`config.mk`:
```
export PLATFORM = sky130hd
export DESIGN_NAME = sqrt_detector_param
export DESIGN_NICKNAME = d
export VERILOG_FILES = /design/src/rtl/sqrt_detector_param.sv
export SDC_FILE = /design/constraint.sdc
export NUM_CORES = 1
export LEC_CHECK = 0
export BUFFER_PORTS_ARGS = -buffer_cell sky130_fd_sc_hd__buf_4
export CAP_MARGIN = 30
export CORE_MARGIN = 8
export CORE_UTILIZATION = 35
export CTS_BUF_LIST = sky130_fd_sc_hd__clkbuf_4 sky130_fd_sc_hd__clkbuf_8
export DETAILED_ROUTE_END_ITERATION = 10
export GPL_TIMING_DRIVEN = 1
export MAX_ROUTING_LAYER = met4
export PLACE_DENSITY = 0.61
export SETUP_SLACK_MARGIN = 0.02
export SLEW_MARGIN = 15
export SYNTH_ARGS = -nofsm -noshare
export SYNTH_HDL_FRONTEND = slang
export SYNTH_SLANG_ARGS = --single-unit
```
`constraint.sdc`:
```
create_clock -name clk -period 5.5 [get_ports clk]
set_input_delay 0.55 -clock clk [delete_from_list [all_inputs] [get_ports clk]]
set_output_delay 0.55 -clock clk [all_outputs]
set_load 0.01 [all_outputs]
```
`src/rtl/sqrt_detector_param.sv`:
```
// Multi-cycle perfect-square detector: restoring digit-by-digit square root,
// one root bit per cycle, with start/done handshake and root/remainder outputs.
module sqrt_detector_param #(
  parameter int WIDTH = 32
) (
  input  logic               clk,
  input  logic               rst_n,
  input  logic               Go,
  input  logic [WIDTH-1:0]   in,
  output logic               busy,
  output logic               over,
  output logic [WIDTH/2-1:0] root,
  output logic [WIDTH/2:0]   rem,
  output logic               is_square
);

  localparam int HALF = WIDTH / 2;
  localparam int RW   = HALF + 2;
  localparam int CW   = (HALF > 1) ? $clog2(HALF) : 1;

  generate
    if ((WIDTH < 2) || ((WIDTH % 2) != 0)) begin : g_bad_width
      $error("sqrt_detector_param: WIDTH must be even and at least 2");
    end
  endgenerate

  typedef enum logic [1:0] {
    IDLE,
    CALC,
    DONE
  } state_t;

  state_t state, state_next;

  logic [WIDTH-1:0] op;
  logic [RW-1:0]    r;
  logic [HALF-1:0]  q;
  logic [CW-1:0]    cnt;

  logic [RW-1:0]    r_sh;
  logic [RW-1:0]    t;
  logic [RW-1:0]    r_new;
  logic [HALF-1:0]  q_new;
  logic             ge;
  logic             accept;
  logic             last;

  // The remainder never exceeds 2q, so the bits shifted out of r are always zero.
  always_comb begin
    r_sh  = RW'({r, op[WIDTH-1 -: 2]});
    t     = {q, 2'b01};
    ge    = (r_sh >= t);
    r_new = ge ? (r_sh - t) : r_sh;
    q_new = (q << 1) | HALF'(ge);
  end

  always_comb begin
    state_next = state;
    accept     = 1'b0;
    last       = 1'b0;
    case (state)
      IDLE: begin
        if (Go) begin
          accept     = 1'b1;
          state_next = CALC;
        end
      end
      CALC: begin
        if (cnt == '0) begin
          last       = 1'b1;
          state_next = DONE;
        end
      end
      DONE: begin
        if (Go) begin
          accept     = 1'b1;
          state_next = CALC;
        end else begin
          state_next = IDLE;
        end
      end
      default: state_next = IDLE;
    endcase
  end

  always_ff @(posedge clk) begin
    if (!rst_n) begin
      state <= IDLE;
    end else begin
      state <= state_next;
    end
  end

  always_ff @(posedge clk) begin
    if (!rst_n) begin
      op        <= '0;
      r         <= '0;
      q         <= '0;
      cnt       <= '0;
      root      <= '0;
      rem       <= '0;
      is_square <= 1'b0;
    end else if (accept) begin
      op  <= in;
      r   <= '0;
      q   <= '0;
      cnt <= CW'(HALF - 1);
    end else if (state == CALC) begin
      op <= op << 2;
      r  <= r_new;
      q  <= q_new;
      if (cnt != '0) begin
        cnt <= cnt - CW'(1);
      end
      if (last) begin
        root      <= q_new;
        rem       <= r_new[HALF:0];
        is_square <= (r_new == '0);
      end
    end
  end

  assign busy = (state == CALC);
  assign over = (state == DONE);

endmodule
```
==> summary.txt, run 1 <==
Worst setup path
  – R2R cell count: 8
  – Peak fanout along the critical path: around 70
  – R2r setup slk: roughly 2.3 ns
  – Arrival time at the worst endpoint: 3.49 ns
  – Worst Setup Start Kind: flop
  – Crit. End Element: flop
  – Critical Path RT: about 5.8 ns
  – Crit Path Class: flop to flop

Routing
  – Routed Antenna Nets: 0
  – Avg WL per Cell: ~17 um
  – Remaining DRCs: 0
  – Detailed Route WL: around 15000 um
  – 1st-pass router iterations: 5
  – 1st-iter DRT viols: ~340
  – Via density: about 5.4
  – Vias after detailed routing: 4757

Yosys
  – Synthesized area per cell: around 7.9 um^2
  – Async SR Flop Fraction: 0%
  – Synth warnings: 0
  – Sequential element share of the synthesized area: between 40% and 50%
  – Largest cells by area after synthesis: dfxtp_1 (40%), nand2_1 (9.6%), nor2_1 (5.8%)
  – Synth top area share: roughly two fifths
  – Seq cells post-synth: around 100
  – Post-synth net total: 707
  – Synth Cell Area: just over 5000 um^2
  – Largest area contributor in the netlist: dfxtp_1
  – Number of synthesized flops with an enable pin: 0
  – Synth unique cells: between 60 and 70
  – Synth Flop Type: dfxtp_1
  – Mapped Cells: 653

Placed design
  – Total placed instance area: roughly 5800 um^2
  – Gpl congestion: 0.906
  – HPWL after DPL: approximately 11000 um
  – Port buffer count: 70

Final layout
  – Area growth, synth to finish: 16.2%
  – Nets: between 700 and 800
  – Share of layout cells above drive strength 1: about 15%
  – Area of the multi-input gates: around 2800 um^2
  – Final instance area: 5980 um^2
  – Reg area: roughly 2100 um^2
  – Fill cells: about 1500
  – Antenna diode count: 0

Floorplanning
  – Starting Density: a little over a third
  – IO Pins: 71
  – Die X: 137 um
  – Core area: 14400 um^2
  – Die H: roughly 140 um
  – Std cell rows: 44
  – Die ar.: 18800 um^2

GRT
  – Vias in the first global route: around 4500
  – Global-route wire length before repair: 23500 um
  – Gr usage total: ~16%
  – Largest net degree at the start of global routing: between 60 and 70
  – Grt ovf: 0
  – Initial antenna violation count: 0

STA
  – Final setup vio count: 0
  – Period minus WS final: roughly 3.2 ns
  – Final Max Slew Viols: 0
  – Crit share post-route: around three fifths
  – Worst-margin pin slew: about 0.92 ns
  – Slew headroom: approximately two fifths
  – F_max: 313 MHz
  – Setup TNS: 0 ns
  – Clock skew: roughly 0.012 ns
  – RSZ-0062 raised after global routing: no
  – Hold Violations, Final: 0

Clock tree
  – TritonCTS clock tree: built
  – Clock sink count: roughly 100
  – Clk buf depth: 2
  – CTS clk-pin slew, worst paths: ~0.10 ns
  – Setup Buffers After CTS: 0
  – Post-CTS Resized: 0
  – Post-CTS Hold Buffers: 0
  – Max H-tree Level: 3
  – CTS root buf: clkbuf_8
  – CTS buffer count: 9
  – Clk_lat worst skew: just under 0.4 ns

Run
  – Max cap viols: 0

Run status
  – Outcome: complete, no violations

Worst hold path
  – Hold crit path type: primary input to flop
  – Hold path cells: 3

Power and ir drop
  – Pwr/cell area: 344 nW/um^2
  – Peak supply drop: roughly 0.17 mV
  – Leak: approximately 0.0023 uW
[synth_stat cells, drive strengths merged (6+ instances only)]
| library cell | count |
|---|---|
| a211oi | 30 |
| a21oi | 58 |
| a311oi | 21 |
| buf | 10 |
| clkbuf | 34 |
| dfxtp | 104 |
| ha | 19 |
| inv | 26 |
| mux2i | 13 |
| nand2 | 132 |
| nand3 | 6 |
| nor2 | 79 |
| nor3 | 20 |
| o21ai | 12 |
| o22ai | 10 |
| xnor2 | 11 |
| xor2 | 7 |
[layer usage]
| layer | track usage, % | part of all wire [%] | up-vias |
|---|---|---|---|
| li1 | - | - | 2362 |
| met1 | 22.1 | 50 | 2237 |
| met2 | 23.4 | 44 | 133 |
| met3 | 2.26 | 4.3 | 25 |
| met4 | 6.58 | 2.3 | 0 |
| met5 | - | 0 | - |
[cell usage in the layout (no fill, tap or decap), drive strengths merged, types with 3 or more instances in the layout]
cell and n:
nand2 132, a31o 4, nand3 6, a21o 3
buf 76, xnor2 11, o22ai 10, o31ai 3
nor3 20, o21ai 12, dfxtp 104, ha 19
a31oi 3, mux2i 13, xor2 7, a311oi 21
o21a 3, a211oi 30, clkbuf 11, nor2 79
inv 28, o211ai 3, a21oi 58, nand4 3
nor2b 4, nand2b 4
[state kept, by name (all words and copies together) (netlist names)]
signal	cells
cnt	4
state	2
rem	17
q	16
op	32
r	16
is_square	1
root	16
[kinds of logic after synthesis]
family	Yosys count	share of synthesized area [%]
fa+ha+maj	19	4.62
buf+inv	71	5.59
flops	104	40.5
simple gates	262	21.5
compound gates	164	21.7
mux	15	2.97
xor+xnor	18	3.06
[through the flow]
| step | total power (uW) | std cells | util, % | setup WS, ns | hold WS (ns) |
|---|---|---|---|---|---|
| global placement | 1560 | 867 | 39.9 | 2.35 | 0.447 |
| finish | 2060 | 884 | 41.4 | 2.31 | 0.415 |
| CTS | 2070 | 884 | 41.4 | 2.31 | 0.394 |
| floorplan | 1390 | 653 | - | 3.06 | 0.434 |
| global route | 2170 | 884 | 41.4 | 2.08 | 0.403 |
| detailed placement | 1570 | 869 | 40.1 | 2.35 | 0.447 |
[final timing paths]
check,startpoint,end
worst max-delay path,state[1]$_SDFFE_PN0P_,is_square$_SDFFE_PN0P_
worst min-delay path,in[0],op[0]$_SDFFE_PN0P_
worst max register to register,state[1]$_SDFFE_PN0P_,is_square$_SDFFE_PN0P_
worst min register to register,op[1]$_SDFFE_PN0P_,op[1]$_SDFFE_PN0P_
[layout make-up]
cell class | count | area share, %
inverters | 27 | 1.70
flip-flops and latches | 104 | 34.8
repair buffers | 76 | 9.88
well taps | 184 | 3.85
multi-input cells | 478 | 46.5
clock buffers | 11 | 2.32
clock inverters | 4 | 0.900
[power by group]
part           leakage [uW]  switching (uW)  internal, uW
sequential         0.000849            39.3           803
clock             0.0000982             271           221
combinational       0.00131             438           284
[critical path: stages (launching register included)]
cell and delay, ns:
dfxtp_1 0.31, nand2b_2 0.16, buf_4 0.30, inv_2 0.09
buf_4 0.57, nand2_1 0.71, a2111o_1 0.55, nand4bb_1 0.20
o31ai_2 0.19
Power figures use the tool's default switching activity.
==> run 2: changes to the inputs <==
- PLACE_DENSITY: 0.61 -> 0.63
- clock period: 5.5 -> 2.8 ns (I/O delays scaled with it)
==> run 2 against run 1 <==
Net effect:
- worst hold slack worse by 0.29 ns
- critical path depth is 2 higher
- wire length is 2.0% higher
- total power is 100% higher
- sequential power is 96% higher
- combinational power is 110% higher
- flip-flop and latch count stayed put
- final cell count is 2.9% higher
- first-iteration DRC count is 23% higher
- maximum frequency is 19% higher
- highest routed layer unchanged
==> summary.txt, run 2 (same netlist as run 1, synthesis figures left out) <==
Worst setup path
  – Peak fanout along the critical path: 10
  – RR Endpoint: is_square$_SDFFE_PN0P_
  – CP max stage cell: dfxtp_1
  – Worst Setup Start Kind: flop
  – R2r setup slk: 0.11 ns
  – Crit. End Element: flop
  – Crit Path Class: flop to flop
  – Arrival time at the worst endpoint: between 3 and 4 ns
  – Critical path, cell by cell: inv_1 > ha_2 > and4_1 > nand3_1 > nand3_1 > o31a_4 > buf_4 > a2111o_1 > nand4bb_1 > o31ai_2
  – Cell mode on critical path: nand3_1
  – Reg2reg start: q[3]$_SDFFE_PP0P_
  – Largest stage delay, worst path: around 0.43 ns
  – Critical Path RT: between 3 and 4 ns
  – R2R cell count: 10

Placed design
  – Total placed instance area: between 5000 and 6000 um^2
  – Gpl congestion: roughly 0.9
  – Port buffer count: 70
  – Dpl cells: 894
  – HPWL after DPL: 11100 um

Final layout
  – Share of layout cells above drive strength 1: roughly a fifth
  – Area growth, synth to finish: 21.0%
  – Largest regs: op (32), rem (17)
  – Most common library cell in the layout ignoring fill and taps: nand2_1
  – Max reg flops: 32
  – Non-filler instance count after layout: 910
  – Nets: about 780
  – Antenna diode count: 0
  – Largest register by flop count: op
  – Commonest non-fill, non-tap cells in the layout: nand2_1 (132), buf_4 (100), dfxtp_1 (96)
  – Final instance area: just over 6000 um^2

Clock tree
  – CTS buffer count: 9
  – Clk_lat worst skew: 0.40 ns
  – TritonCTS clock tree: built
  – CTS root buf: clkbuf_8
  – Post-CTS Resized: 0
  – CTS clk-pin slew, worst paths: roughly 0.11 ns
  – Post-CTS Hold Buffers: 0
  – Clock sink count: between 100 and 150
  – Max H-tree Level: 3
  – Clk buf depth: 2
  – Setup Buffers After CTS: 0

STA
  – Final setup vio count: 0
  – Slew headroom: 61.4%
  – Period minus WS final: between 2 and 3 ns
  – F_max: around 370 MHz
  – Final Max Slew Viols: 0
  – Setup TNS: 0 ns
  – Hold WS: roughly 0.13 ns
  – RSZ-0062 raised after global routing: no
  – Worst-margin pin slew: just under 0.6 ns
  – Clock skew: approximately 0.017 ns
  – Hold Violations, Final: 0
  – Crit share post-route: roughly 96%

GRT
  – Grt ovf: 0
  – Vias in the first global route: about 4400
  – Gr usage total: between 10% and 20%
  – Global-route wire length before repair: ~23000 um
  – Largest net degree at the start of global routing: 53
  – Initial antenna violation count: 0

Run status
  – Outcome: complete, no violations

Floorplanning
  – Die H: about 140 um
  – Core area: roughly 14000 um^2
  – Std cell rows: 44
  – Die X: about 140 um
  – Die ar.: between 15000 and 20000 um^2
  – Starting Density: a little over a third
  – IO Pins: 71

Power and ir drop
  – Net Switching: 1530 uW
  – Seq pwr share: about two fifths
  – Pwr/cell area: approximately 670 nW/um^2
  – Peak supply drop: around 0.28 mV
  – Comb pwr share: between 30% and 40%
  – Clock network power share: a little under a quarter
  – Total Power: about 4200 uW
  – Switch share: a little under two fifths
  – Internal power: around 2600 uW
  – Leak: ~0.0024 uW

Worst hold path
  – HP Start: in[0]
  – Hold crit path type: primary input to flop
  – WHS Endpoint: op[0]$_SDFFE_PN0P_
  – Hold path cells: 3

Routing
  – Routed Antenna Nets: 0
  – Detailed Route WL: 15000 um
  – 1st-iter DRT viols: ~420
  – Vias after detailed routing: between 4000 and 5000
  – Remaining DRCs: 0
  – Avg WL per Cell: around 16 um
  – 1st-pass router iterations: 5
  – Via density: between 5 and 6

Run
  – Max cap viols: 0
## run 2: changes by cell type in the layout (fill, tap and decap cells not counted), sizes merged
cell / delta
bufinv: -1
inv: +1
buf: +25
clkinvlp: -1
clkinv: +2
## run 2: final cells by class
type,instances,area [um^2]
clock inverter,5,46.3
tap,184,230
multi-input combinational,478,2830
sequential,104,2090
fill,1503,8200
timing repair buffer,101,771
inverter,27,101
clock buffer,11,151
## run 2: through the flow
step | setup slack, ns | util (%)
floorplan | 0.356 | -
global placement | 0.122 | 41.3
detailed placement | 0.0611 | 41.3
CTS | 0.0583 | 42.7
global route | 0.0243 | 43.2
finish | 0.107 | 43.2
## run 2: metal layers
metal / global-route usage [%] / vias to the layer above / routed length [um]
li1: - / 2411 / -
met1: 22.5 / 2235 / 7340
met2: 23.4 / 125 / 6750
met3: 2.37 / 13 / 721
met4: 5.79 / 0 / 201
met5: - / - / 0
## run 2: how the worst max path moves through the flow
stage	from	cells past startpoint	slack [ns]	end
floorplan	q[0]$_SDFFE_PP0P_	10	0.36	is_square$_SDFFE_PN0P_
global placement	q[0]$_SDFFE_PP0P_	10	0.12	is_square$_SDFFE_PN0P_
detailed placement	q[0]$_SDFFE_PP0P_	10	0.06	is_square$_SDFFE_PN0P_
CTS	q[0]$_SDFFE_PP0P_	10	0.06	is_square$_SDFFE_PN0P_
global route	q[14]$_SDFFE_PP0P_	10	0.02	is_square$_SDFFE_PN0P_
finish	q[3]$_SDFFE_PP0P_	10	0.11	is_square$_SDFFE_PN0P_
## run 2: critical path, delay by kind of cell, from the launching register on
| kind | cells | cell delay, ns |
|---|---|---|
| compound gates | 3 | 0.99 |
| simple gates | 4 | 0.61 |
| flops | 1 | 0.43 |
| fa+ha+maj | 1 | 0.33 |
| buf+inv | 2 | 0.26 |
## run 2: power groups by stage
stage / sequential [uW] / combinational (uW) / clock [uW]
after floorplan: 1670 / 1050 / 0
after global placement: 1680 / 1500 / 0
after detailed placement: 1680 / 1500 / 0
after CTS: 1650 / 1510 / 993
after global routing: 1660 / 1690 / 1060
final: 1650 / 1550 / 962
